===== src/rtl/fwd_pipe.sv =====
// Operand forwarding and load-use interlock for an in-order pipeline.
// A short table tracks producers in the stages after decode, from E to W.
// Each decode read port takes its operand from the youngest matching
// producer. It stalls decode while that producer's result is still too far
// away for the cycle in which the operand is consumed.
module fwd_pipe #(
    parameter int DW    = 32,
    parameter int AW    = 5,
    parameter int NRP   = 2,
    parameter int DEPTH = 3
) (
    input  logic                clk,
    input  logic                reset,
    input  logic                issue_valid,
    input  logic                issue_wen,
    input  logic [AW-1:0]       issue_waddr,
    input  logic [1:0]          issue_tnew,
    input  logic                flush,
    input  logic [NRP*AW-1:0]   raddr,
    input  logic [NRP*2-1:0]    tuse,
    input  logic [NRP*DW-1:0]   rf_rdata,
    input  logic [DEPTH*DW-1:0] stage_data,
    output logic [NRP*DW-1:0]   fwd_data,
    output logic [NRP*3-1:0]    fwd_sel,
    output logic                stall,
    output logic [31:0]         stall_cnt
);

    logic [DEPTH-1:0] ent_valid;
    logic [AW-1:0]    ent_waddr [DEPTH];
    logic [1:0]       ent_tnew  [DEPTH];

    logic             load_e;
    logic             hit;
    int               hit_k;
    logic [1:0]       hit_tnew;

    // A producer enters E only if it really writes a non-zero register
    // and decode is neither frozen nor killed this cycle.
    assign load_e = issue_valid & issue_wen & (issue_waddr != '0) & ~stall & ~flush;

    // Advance the producer table one stage per cycle, counting down tnew.
    always_ff @(posedge clk) begin
        if (reset) begin
            for (int k = 0; k < DEPTH; k++) begin
                ent_valid[k] <= 1'b0;
                ent_waddr[k] <= '0;
                ent_tnew[k]  <= '0;
            end
        end else begin
            ent_valid[0] <= load_e;
            ent_waddr[0] <= issue_waddr;
            ent_tnew[0]  <= issue_tnew;
            for (int k = 1; k < DEPTH; k++) begin
                ent_valid[k] <= ent_valid[k-1];
                ent_waddr[k] <= ent_waddr[k-1];
                ent_tnew[k]  <= (ent_tnew[k-1] == 2'd0) ? 2'd0 : ent_tnew[k-1] - 2'd1;
            end
        end
    end

    // Saturating count of cycles spent stalled. Reset wins over a pending stall.
    always_ff @(posedge clk) begin
        if (reset) begin
            stall_cnt <= '0;
        end else if (stall && (stall_cnt != 32'hFFFF_FFFF)) begin
            stall_cnt <= stall_cnt + 32'd1;
        end
    end

    // Per-port forwarding select and interlock. The stage scan runs from
    // oldest to youngest, so the youngest match is the last one written.
    // A not-yet-ready youngest match hides any older ready copy.
    always_comb begin
        fwd_data = rf_rdata;
        fwd_sel  = '0;
        stall    = 1'b0;
        hit      = 1'b0;
        hit_k    = 0;
        hit_tnew = 2'd0;
        for (int p = 0; p < NRP; p++) begin
            hit      = 1'b0;
            hit_k    = 0;
            hit_tnew = 2'd0;
            for (int k = DEPTH - 1; k >= 0; k--) begin
                if (ent_valid[k] && (raddr[p*AW +: AW] != '0) &&
                    (ent_waddr[k] == raddr[p*AW +: AW])) begin
                    hit      = 1'b1;
                    hit_k    = k;
                    hit_tnew = ent_tnew[k];
                end
            end
            if (hit) begin
                if (hit_tnew == 2'd0) begin
                    fwd_sel[p*3 +: 3]   = 3'(hit_k + 1);
                    fwd_data[p*DW +: DW] = stage_data[hit_k*DW +: DW];
                end
                if (hit_tnew > tuse[p*2 +: 2]) begin
                    stall = 1'b1;
                end
            end
        end
    end

endmodule


===== config.mk =====
export PLATFORM = sky130hd
export DESIGN_NAME = fwd_pipe
export DESIGN_NICKNAME = d
export VERILOG_FILES = /design/src/rtl/fwd_pipe.sv
export SDC_FILE = /design/constraint.sdc
export NUM_CORES = 1
export LEC_CHECK = 0
export CAP_MARGIN = 0
export CORE_ASPECT_RATIO = 0.9
export CORE_MARGIN = 5
export CORE_UTILIZATION = 40
export DETAILED_ROUTE_END_ITERATION = 16
export PLACE_DENSITY = 0.83
export RECOVER_POWER = 25
export SETUP_SLACK_MARGIN = 0.15
export SYNTH_ARGS = -nofsm -noshare
export SYNTH_HDL_FRONTEND = slang
export SYNTH_SLANG_ARGS = --single-unit
export TNS_END_PERCENT = 1

===== constraint.sdc =====
create_clock -name clk -period 4.01 [get_ports clk]
set_input_delay 0.6015 -clock clk [delete_from_list [all_inputs] [get_ports clk]]
set_output_delay 0.6015 -clock clk [all_outputs]
set_load 0.02 [all_outputs]

**After elaboration in Yosys (flattened, before gate mapping)**

Memories as Yosys holds them, arrays and structs flattened.
Cells that the tools add are included.

- Add/sub/neg operators: 5
- Shifts and indexed selects: 2
- Multiplexer cells: 41
- Reduce and logical (&&, ||, !) cells: 20
- Equality and inequality tests: 7
- Multipliers: 0
- Bitwise logic cells: 12
- Magnitude comparators: 2
- Divide/modulo/power cells: 0

Operators by type and width:

| cell | count |
|---|---|
| 96-bit by 32-bit variable part select with 32-bit output | 2 |
| 32-bit two-way mux | 4 |
| 27-bit two-way mux | 4 |
| 32-bit by 1-bit adder with 32-bit output (second input constant) | 1 |
| 32-bit inequality test (second input constant) | 1 |
| 5-bit == test | 6 |
| 2-bit two-way mux | 13 |
| 5-bit two-way mux | 3 |
| 5-bit nonzero test | 3 |
| 1-bit logical AND | 13 |
| 1-bit two-way mux | 13 |
| 3-bit two-way mux | 4 |
| 2-bit zero test | 4 |
| 3-bit by 2-bit adder with 3-bit output (second input constant) | 2 |
| 1-bit OR | 6 |
| 1-bit AND | 4 |
| 2-bit greater-than comparator | 2 |
| 2-bit by 1-bit subtractor with 2-bit output (second input constant) | 2 |
| 1-bit inverter | 2 |

- Register bits after elaboration: 35
- ROM bits: 0
- Input bits: 186
- Memories: 2
- Memory bits (writable): 21
- Output and inout bits: 103
- Bits in latches: 0
- Logic and storage cells: 93

Memory list:

| name | words | width | read ports | clocked after Yosys merged registers in | wr ports | RTL line | text |
|---|---|---|---|---|---|---|---|
| ent_waddr | 3 | 5 | 3 | 0 | 3 | 30 | `logic [AW-1:0] ent_waddr [DEPTH];` |
| ent_tnew | 3 | 2 | 3 | 0 | 3 | 31 | `logic [1:0] ent_tnew [DEPTH];` |

**Depth between registers and ports, before layout**

Gate-level depths: netlist of run 1.

- Depth in word-level cells: 14
- Mapped depth: 16
- Mapped depth without buffers: 14

**Worst setup path after synthesis of run 1**

OpenSTA, ideal clock, no wires.

- Path type: input to register
- From: in raddr[1]
- To: reg stall_cnt[14]
- Setup time: 123 ps
- Data required time: 3887 ps
- Setup slack: 391 ps
- Stages: 14
- Buffers on the path: 1
- Arrival time: 3496 ps
- Path through: or4_1 nor2_4 or3_1 nor2_1 a22oi_1 o21ai_0 ha_1 nor2b_1 a2bb2oi_1 o31ai_4 a211oi_4 buf_4 nand3_1 mux2_1

- Longest elaborated chain between the ends: 12
- Elaborated cells on any way between the ends: 22
- Classes of those cells: order compare (1); eq/ne (3); mux (10); reduce/logical (8)

Ends and longest elaborated chain:

| element | RTL line | text |
|---|---|---|
| from (decl) | 19 | `input logic [NRP*AW-1:0] raddr,` |
| 5-bit nonzero test | 86 | `if (ent_valid[k] && (raddr[p*AW +: AW] != '0) &&` |
| 1-bit logical AND (2 in series) | 86 |  |
| 2-bit two-way mux (3 in series) | 86 |  |
| 2-bit greater-than comparator | 98 | `if (hit_tnew > tuse[p*2 +: 2]) begin` |
| 1-bit two-way mux | 98 |  |
| 1-bit two-way mux (*) | 93 | `if (hit) begin` |
| 1-bit two-way mux | 98 |  |
| 1-bit two-way mux (*) | 93 |  |
| 1-bit logical AND (*) | 66 | `end else if (stall && (stall_cnt != 32'hFFFF_FFFF)) begin` |
| to (signal assigned) | 67 | `stall_cnt <= stall_cnt + 32'd1;` |
| to (decl) | 26 | `output logic [31:0] stall_cnt` |

Every way passes the cells marked *; elsewhere a longest branch is shown, timed or not.
A chain may end at the register's enable or synchronous reset.

**Final worst setup path of run 1**

- From: in raddr[7]
- To: out fwd_data[50]

- Longest elaborated chain between the ends: 9
- Elaborated cells on any way between the ends: 23
- Classes of those cells: eq/ne (3); shift (1); mux (11); reduce/logical (8)

Ends and longest elaborated chain:

| element | RTL line | text |
|---|---|---|
| 5-bit nonzero test | 86 |  |
| 1-bit logical AND (2 in series) | 86 |  |
| 2-bit two-way mux | 86 |  |
| 27-bit two-way mux or 2-bit two-way mux (tied branches) (2 in series) | 86 |  |
| 96-bit by 32-bit variable part select with 32-bit output or 2-bit zero test (tied branches) | 96, 94 |  |
| 32-bit two-way mux | 94 | `if (hit_tnew == 2'd0) begin` |
| 32-bit two-way mux (*) | 93 |  |
| to (decl) | 23 | `output logic [NRP*DW-1:0] fwd_data,` |

Marks and branches as above.

==> summary.md, run 1 <==
| Metric | Value |
|---|---|
| Total Power | `roughly 1.5 mW` |
| Gpl congestion | `0.932` |
| Area grow syn2layout | `72.4%` |
| Failing checks | `max-capacitance violations, max-slew violations` |
| Initial antenna violation count | `2` |
| Total grt overflow | `0` |
| Clk slew on worst S/H paths | `approximately 0.070 ns` |
| Final worst slack | `approximately 0.18 ns` |
| Die H | `about 120 µm` |
| CTS H-Tree Depth | `2` |
| Worst path slowest cell | `or4_4` |
| I/O pins | `between 200 and 300` |
| Post-route cell area | `~0.0093 mm²` |
| Drt pass-1 iters | `6` |
| Status | `finished with violations` |
| Clk buf depth | `2` |
| Mapped Cells | `640` |
| Residual DRC | `0` |
| Sw frac | `0.259` |
| Vias in the first global route | `about 5,900` |
| Fmax | `between 0.2 and 0.3 GHz` |
| Sequential area share after synthesis | `0.209` |
| HPWL after DPL | `17.0 mm` |
| Largest net degree at the start of global routing | `47` |
| Hold Vio Cnt, Final | `0` |
| Std-Cell Rows | `40` |
| Fin. max-slew vios | `47` |
| Setup TNS | `0 ns` |
| WS Path Type | `primary input to output pin` |
| Synth warnings | `0` |
| First-pass GRT wire length | `between 30 and 40 mm` |
| Async S/R FF share, synth | `0` |
| Final setup viols | `0` |
| Die ar. | `0.0158 mm²` |
| Placed Cells incl. Taps | `1,132` |
| Final wirelength | `21.0 mm` |
| WHS | `about 0.43 ns` |
| Int Pwr | `about 1.1 mW` |
| Worst-Margin Slew | `around 1.8 ns` |
| CTS buffer count | `5` |
| Nets | `between 1,000 and 1,500` |
| Final ANT Viol Nets | `0` |
| Core Area | `0.0133 mm²` |
| Fin util | `0.698` |
| Min-delay worst type | `flop to flop` |
| Fill cell count | `around 1,000` |
| Max incr delay on CP | `approximately 0.56 ns` |
| Crit path DAT | `approximately 3.2 ns` |
| DR vias | `approximately 6,100` |
| Main flop type after synthesis | `dfxtp_1` |
| Crit. End Element | `output pin` |
| Final setup skew | `around 0.0066 ns` |
| Multi-input gate area | `a little over 0.004 mm²` |
| Hold Buf Count CTS | `0` |
| Number of flops mapped to enable cells by yosys | `0` |
| Die X | `132 µm` |
| Final Non-Filler Cells | `1,158` |
| RSZ-0062 raised after global routing | `yes` |
| Placed cell area | `about 0.009 mm²` |
| Cell Pwr Density | `161 mW/mm²` |
| Syn_nets | `835` |
| PortBufs | `288` |
| Max-Cap Viols | `1` |
| Psw | `between 0.3 and 0.4 mW` |
| Via density | `about 5.2` |
| Combinational share of power | `0.318` |
| Mean Syn Cell Area | `approximately 8.4 µm²` |
| Flip-flop and latch area | `approximately 0.0011 mm²` |
| Worst endpoint required time | `roughly 3.4 ns` |
| P_leak | `between 4 and 5 nW` |
| Synth unique cells | `52` |
| WL/cell | `18.1 µm` |
| CTS tree | `built` |
| Initial drt markers | `310` |
| Setup crit start kind | `primary input` |
| Register bit total from synthesis | `56` |
| Fin crit period | `3.83 ns` |
| Crit-path max FO | `16` |
| GR Util All Layers | `0.244` |
| Clock power share | `0.295` |
| Pre-CTS setup slack | `-0.511 ns` |
| Max IR drop VDD | `between 0.2 and 0.25 mV` |
| Clk sinks | `56` |
| Synthesized area | `approximately 0.0054 mm²` |
| Root buffer cell | `clkbuf_16` |
| Worst-Skew Late Latency | `a little under 0.3 ns` |
| Fin crit share | `0.954` |
| Worst path cell trace | `dlygate4sd2_1 -> or4_4 -> nor2_8 -> nor4_4 -> buf_4 -> or3_4 -> a21boi_4 -> nand2_4 -> buf_12 -> mux2_4 -> clkdlybuf4s15_2` |
| Initial Utilization | `0.405` |
| Relative slew slack | `-0.202` |
| Sequential share of power | `0.387` |
| Layout cells sized above 1 | `0.275` |
[registers in the layout, summed over array words and instances, names as in the netlist]
signal and cells:
ent_tnew 6, ent_valid 3, ent_waddr 15, stall_cnt 32
[cells in the final DEF, fill, tap and decap left out, types with 8 or more instances in the layout]
cell	count
a21oi_1	22
and4_1	8
buf_12	16
buf_2	37
buf_4	69
buf_6	9
clkdlybuf4s15_2	26
clkdlybuf4s50_1	191
dfxtp_1	56
dlygate4sd2_1	9
dlygate4sd3_1	16
ha_1	9
inv_1	14
mux2_2	38
mux2_4	31
mux2i_1	64
nand2_1	85
nand4_1	16
nor2_1	30
nor2b_1	29
o21ai_0	65
o21ai_1	12
or3_1	12
xnor2_1	22
xor2_1	9
[power by group through the flow]
stage | combinational [mW] | sequential (mW) | clock [mW]
after floorplan | 0.180 | 0.586 | 0
after global placement | 0.478 | 0.590 | 0
after detailed placement | 0.487 | 0.590 | 0
after CTS | 0.469 | 0.577 | 0.443
after global routing | 0.507 | 0.579 | 0.466
final | 0.474 | 0.578 | 0.440
[timing repair]
action,CTS,global route
resized for setup,270,18
gates cloned,1,1
setup endpoints to repair,92,98
pin swaps,15,16
setup buffers,4,11
[path summary, 6_finish.rpt]
path                        start        endpoint  slack [ns]  cells after the start
hold / removal     ent_tnew[0][0]  ent_tnew[0][2]        0.43                      1
setup reg to reg  ent_waddr[0][9]   stall_cnt[14]        0.57                     15
hold reg to reg    ent_tnew[0][0]  ent_tnew[0][2]        0.43                      1
setup / recovery         raddr[7]    fwd_data[50]        0.18                     11
[logic make-up after synthesis]
kind of cell / Yosys count / synth area share
simple gates: 228 / 0.232
buf+inv: 53 / 0.0510
fa+ha+maj: 9 / 0.0210
flops: 56 / 0.209
xor+xnor: 34 / 0.0555
mux: 138 / 0.295
compound gates: 122 / 0.137
[critical path: cells and delay by family]
kind / cells / cell delay, ns
buffers and inverters: 4 / 0.87
AO/OA/AOI/OAI: 1 / 0.18
AND/OR/NAND/NOR: 5 / 1.27
multiplexers: 1 / 0.29
[metal layers]
metal	GRT usage	routed length [µm]	vias up
met1	0.297	8310	2817
met2	0.442	10700	225
met4	0.0578	559	2
li1	-	-	2987
met3	0.0448	1380	38
met5	0	13	-
[area by class of cell]
| type | count | area share |
|---|---|---|
| timing repair buffer | 380 | 0.392 |
| inverter | 14 | 0.00568 |
| clock inverter | 1 | 0.000811 |
| multi-input combinational | 531 | 0.442 |
| clock buffer | 7 | 0.0154 |
| antenna | 1 | 0.000270 |
| tap | 168 | 0.0227 |
| sequential | 56 | 0.121 |
[synthesized netlist by cell type, types with 4 or more instances]
master	count	area (µm²)
o21ai_1	9	45.0
nor2b_1	31	194
mux2_4	29	435
mux2_1	6	67.6
nor4_4	4	85.1
nand4_1	16	100
mux2_2	38	428
nor2_1	30	113
a21oi_1	22	110
nand2b_1	4	25.0
nor3_1	9	45.0
ha_1	9	113
or3_1	14	87.6
and3_1	5	31.3
buf_4	10	75.1
inv_1	14	52.6
clkbuf_1	11	41.3
o21ai_0	69	345
xnor2_1	25	219
xor2_1	9	78.8
a31o_2	4	35.0
dfxtp_1	56	1120
buf_2	12	60.1
and4_1	8	70.1
nand2_1	86	323
nand3_1	6	30.0
mux2i_1	65	651
or4_1	5	37.5
No activity file was read; power rests on OpenSTA's default activity.
==> inputs of run 2 (changes only) <==
--- a/config.mk
+++ b/config.mk
@@ -8,9 +8,10 @@
 export CAP_MARGIN = 0
 export CORE_ASPECT_RATIO = 0.9
 export CORE_MARGIN = 5
-export CORE_UTILIZATION = 40
+export CORE_UTILIZATION = 35
 export DETAILED_ROUTE_END_ITERATION = 16
-export PLACE_DENSITY = 0.83
+export GPL_ROUTABILITY_DRIVEN = 0
+export PLACE_DENSITY = 0.74
 export RECOVER_POWER = 25
 export SETUP_SLACK_MARGIN = 0.15
 export SYNTH_ARGS = -nofsm -noshare
==> summary.md, run 2 (synthesized netlist as in run 1, its figures left out) <==
| Metric | Value |
|---|---|
| Fin crit share | `0.965 (+0.0113)` |
| Status | `finished with violations` |
| Final wirelength | `21.6 mm (+2.8%)` |
| Initial antenna violation count | `4 (+2)` |
| Multi-input gate area | `0.00413 mm² (+0.82%)` |
| Max incr delay on CP | `0.58 ns (+0.02 ns)` |
| Final setup skew | `0.00523 ns (-0.00135 ns)` |
| Std-Cell Rows | `43 (+7.5%)` |
| CTS tree | `built` |
| WHS | `0.425 ns (-0.00601 ns)` |
| Total Power | `1.54 mW (+2.9%)` |
| Flip-flop and latch area | `0.00112 mm² (unchanged)` |
| WL met3 | `1.18 mm (-14%)` |
| Clk sinks | `56 (unchanged)` |
| Count of buffer and inverter cells on the critical path | `6 (+2)` |
| CTS H-Tree Depth | `2 (unchanged)` |
| Hold Vio Cnt, Final | `0 (unchanged)` |
| Relative slew slack | `-0.278 (-0.0762)` |
| Die H | `127 µm (+6.3%)` |
| I/O pins | `289 (unchanged)` |
| HPWL after DPL | `17.2 mm (+1.1%)` |
| Most common cell after layout, fill and taps aside | `clkdlybuf4s50_1` |
| Min-delay worst type | `flop to flop` |
| Worst path slowest cell | `or4_4` |
| Via density | `5.06 (-3.5%)` |
| Int Pwr | `1.15 mW (+4.0%)` |
| Setup TNS | `0 ns (unchanged)` |
| Register name with the most flops | `stall_cnt` |
| Sequential share of power | `0.376 (-0.011)` |
| P_leak | `4.24 nW (+1.3%)` |
| Failing checks | `max-capacitance violations, max-slew violations` |
| CTS buffer count | `5 (unchanged)` |
| Psw | `0.386 mW (-0.22%)` |
| Worst-Skew Late Latency | `0.29 ns (about the same)` |
| Nets | `1,176 (-0.59%)` |
| Fmax | `0.258 GHz (-1.2%)` |
| Layout cells sized above 1 | `0.258 (-0.0169)` |
| Registers with the most flip-flops | `stall_cnt: 32 flops, ent_waddr: 15 flops, ent_tnew: 6 flops` |
| Crit. End Element | `output pin` |
| Routed met2 length | `11.2 mm (+4.4%)` |
| Cell mode on critical path | `buf_4` |
| Largest net degree at the start of global routing | `47 (unchanged)` |
| Vias in the first global route | `5,795 (-2.6%)` |
| Clk slew on worst S/H paths | `0.07 ns (about the same)` |
| Core Area | `0.0152 mm² (+15%)` |
| PortBufs | `288 (unchanged)` |
| Worst-Margin Slew | `1.92 ns (+0.114 ns)` |
| Residual DRC | `0 (unchanged)` |
| GR Util All Layers | `0.221 (-0.0226)` |
| Worst path cell trace | `dlygate4sd2_1 -> or4_4 -> nor2_8 -> buf_4 -> nor4_4 -> buf_4 -> buf_4 -> nand2b_2 -> buf_6 -> mux2i_2 -> o21ai_1 -> mux2_4 -> clkdlybuf4s15_1` |
| Initial Utilization | `0.353 (-0.0522)` |
| Die ar. | `0.0179 mm² (+13%)` |
| Final ANT Viol Nets | `0 (unchanged)` |
| Crit path DAT | `3.27 ns (+0.05 ns)` |
| Max-Cap Viols | `1 (unchanged)` |
| Max IR drop VDD | `0.188 mV (-14%)` |
| Cell Pwr Density | `162 mW/mm² (+0.34%)` |
| Final setup viols | `0 (unchanged)` |
| Commonest non-fill, non-tap cells in the layout | `clkdlybuf4s50_1, nand2_1, o21ai_0` |
| Max reg flops | `32 (unchanged)` |
| Top routing layer in use | `met4` |
| CP top delay family | `buffers and inverters` |
| Die X | `141 µm (+6.4%)` |
| Worst endpoint required time | `3.41 ns (about the same)` |
| Drt pass-1 iters | `8 (+2)` |
| Area grow syn2layout | `76.9%` |
| WL/cell | `18.2 µm (+0.40%)` |
| Crit-path max FO | `8 (-8)` |
| DR vias | `5,998 (-1.2%)` |
| Fill cell count | `1,342 (+33%)` |
| Combinational share of power | `0.313 (-0.005)` |
| Initial drt markers | `266 (-14%)` |
| Root buffer cell | `clkbuf_16` |
| Fin. max-slew vios | `47 (unchanged)` |
| Met1 WL | `8.88 mm (+6.9%)` |
| Clock power share | `0.310 (+0.015)` |
| RSZ-0062 raised after global routing | `yes` |
| Setup crit start kind | `primary input` |
| Sw frac | `0.251 (-0.00791)` |
| Total grt overflow | `0 (unchanged)` |
| First-pass GRT wire length | `31.8 mm (about the same)` |
| Fin crit period | `3.87 ns (+0.0454 ns)` |
| WS Path Type | `primary input to output pin` |
| Clk buf depth | `2 (unchanged)` |
run 2: area by class of cell:
cell class                      instances  share of cell area
Antenna cell                            4             0.00105
Clock buffer                            5              0.0132
Clock inverter                          1             0.00316
Inverter                               14             0.00554
Multi-Input combinational cell        531               0.435
Sequential cell                        56               0.118
Tap cell                              202              0.0266
Timing Repair Buffer                  373               0.397
run 2: power by group through the flow:
stage	clock network (mW)	registers, mW	logic [mW]
global placement	0	0.590	0.477
finish	0.477	0.578	0.481
CTS	0.485	0.577	0.475
global route	0.510	0.579	0.510
floorplan	0	0.586	0.180
detailed placement	0	0.590	0.485
run 2: path summary, 6_finish.rpt:
kind | start | endpoint | slack, ns | depth (start not counted)
hold reg to reg | ent_tnew[0][0] | ent_tnew[0][2] | 0.42 | 1
setup / recovery | raddr[7] | fwd_data[42] | 0.14 | 13
hold / removal | ent_tnew[0][0] | ent_tnew[0][2] | 0.42 | 1
setup reg to reg | ent_waddr[0][9] | stall_cnt[22] | 0.52 | 15
run 2: worst register-to-register path, cell delays in order (launching register included):
cell and delay, ns:
dfxtp_1 0.39, xnor2_1 0.15, nand4_1 0.18, nor4_4 0.43, buf_4 0.20, a21oi_2 0.05, a22o_1 0.25, ha_2 0.21
nor2b_4 0.13, a2bb2oi_4 0.17, o31ai_4 0.10, buf_6 0.14, a211oi_4 0.36, buf_6 0.18, nand4_1 0.12, mux2_4 0.33
run 2: per-stage QoR:
stage,cells,cell area (µm²),setup WS [ns],util
4_1_cts,1175,9310,0.00251,0.612
2_1_floorplan,640,5370,0.391,-
3_3_place_gp,1161,9000,-0.399,0.591
5_1_grt,1186,9490,0.0256,0.623
6_report,1186,9490,0.138,0.623
3_5_place_dp,1161,9000,-0.463,0.591
run 2: layer usage:
layer / vias to the layer above / global-route usage
li1: 2992 / -
met1: 2794 / 0.273
met2: 196 / 0.404
met3: 16 / 0.0344
met4: 0 / 0.0490
met5: - / 0
run 2: what timing repair did:
| item | in CTS | in global routing |
|---|---|---|
| buffers inserted | 6 | 6 |
| endpoints found under the setup margin | 91 | 90 |
| gates resized for setup | 246 | 29 |
| hold buffers | 0 | 0 |
| pin swaps | 10 | 17 |
| gates cloned | 2 | 1 |
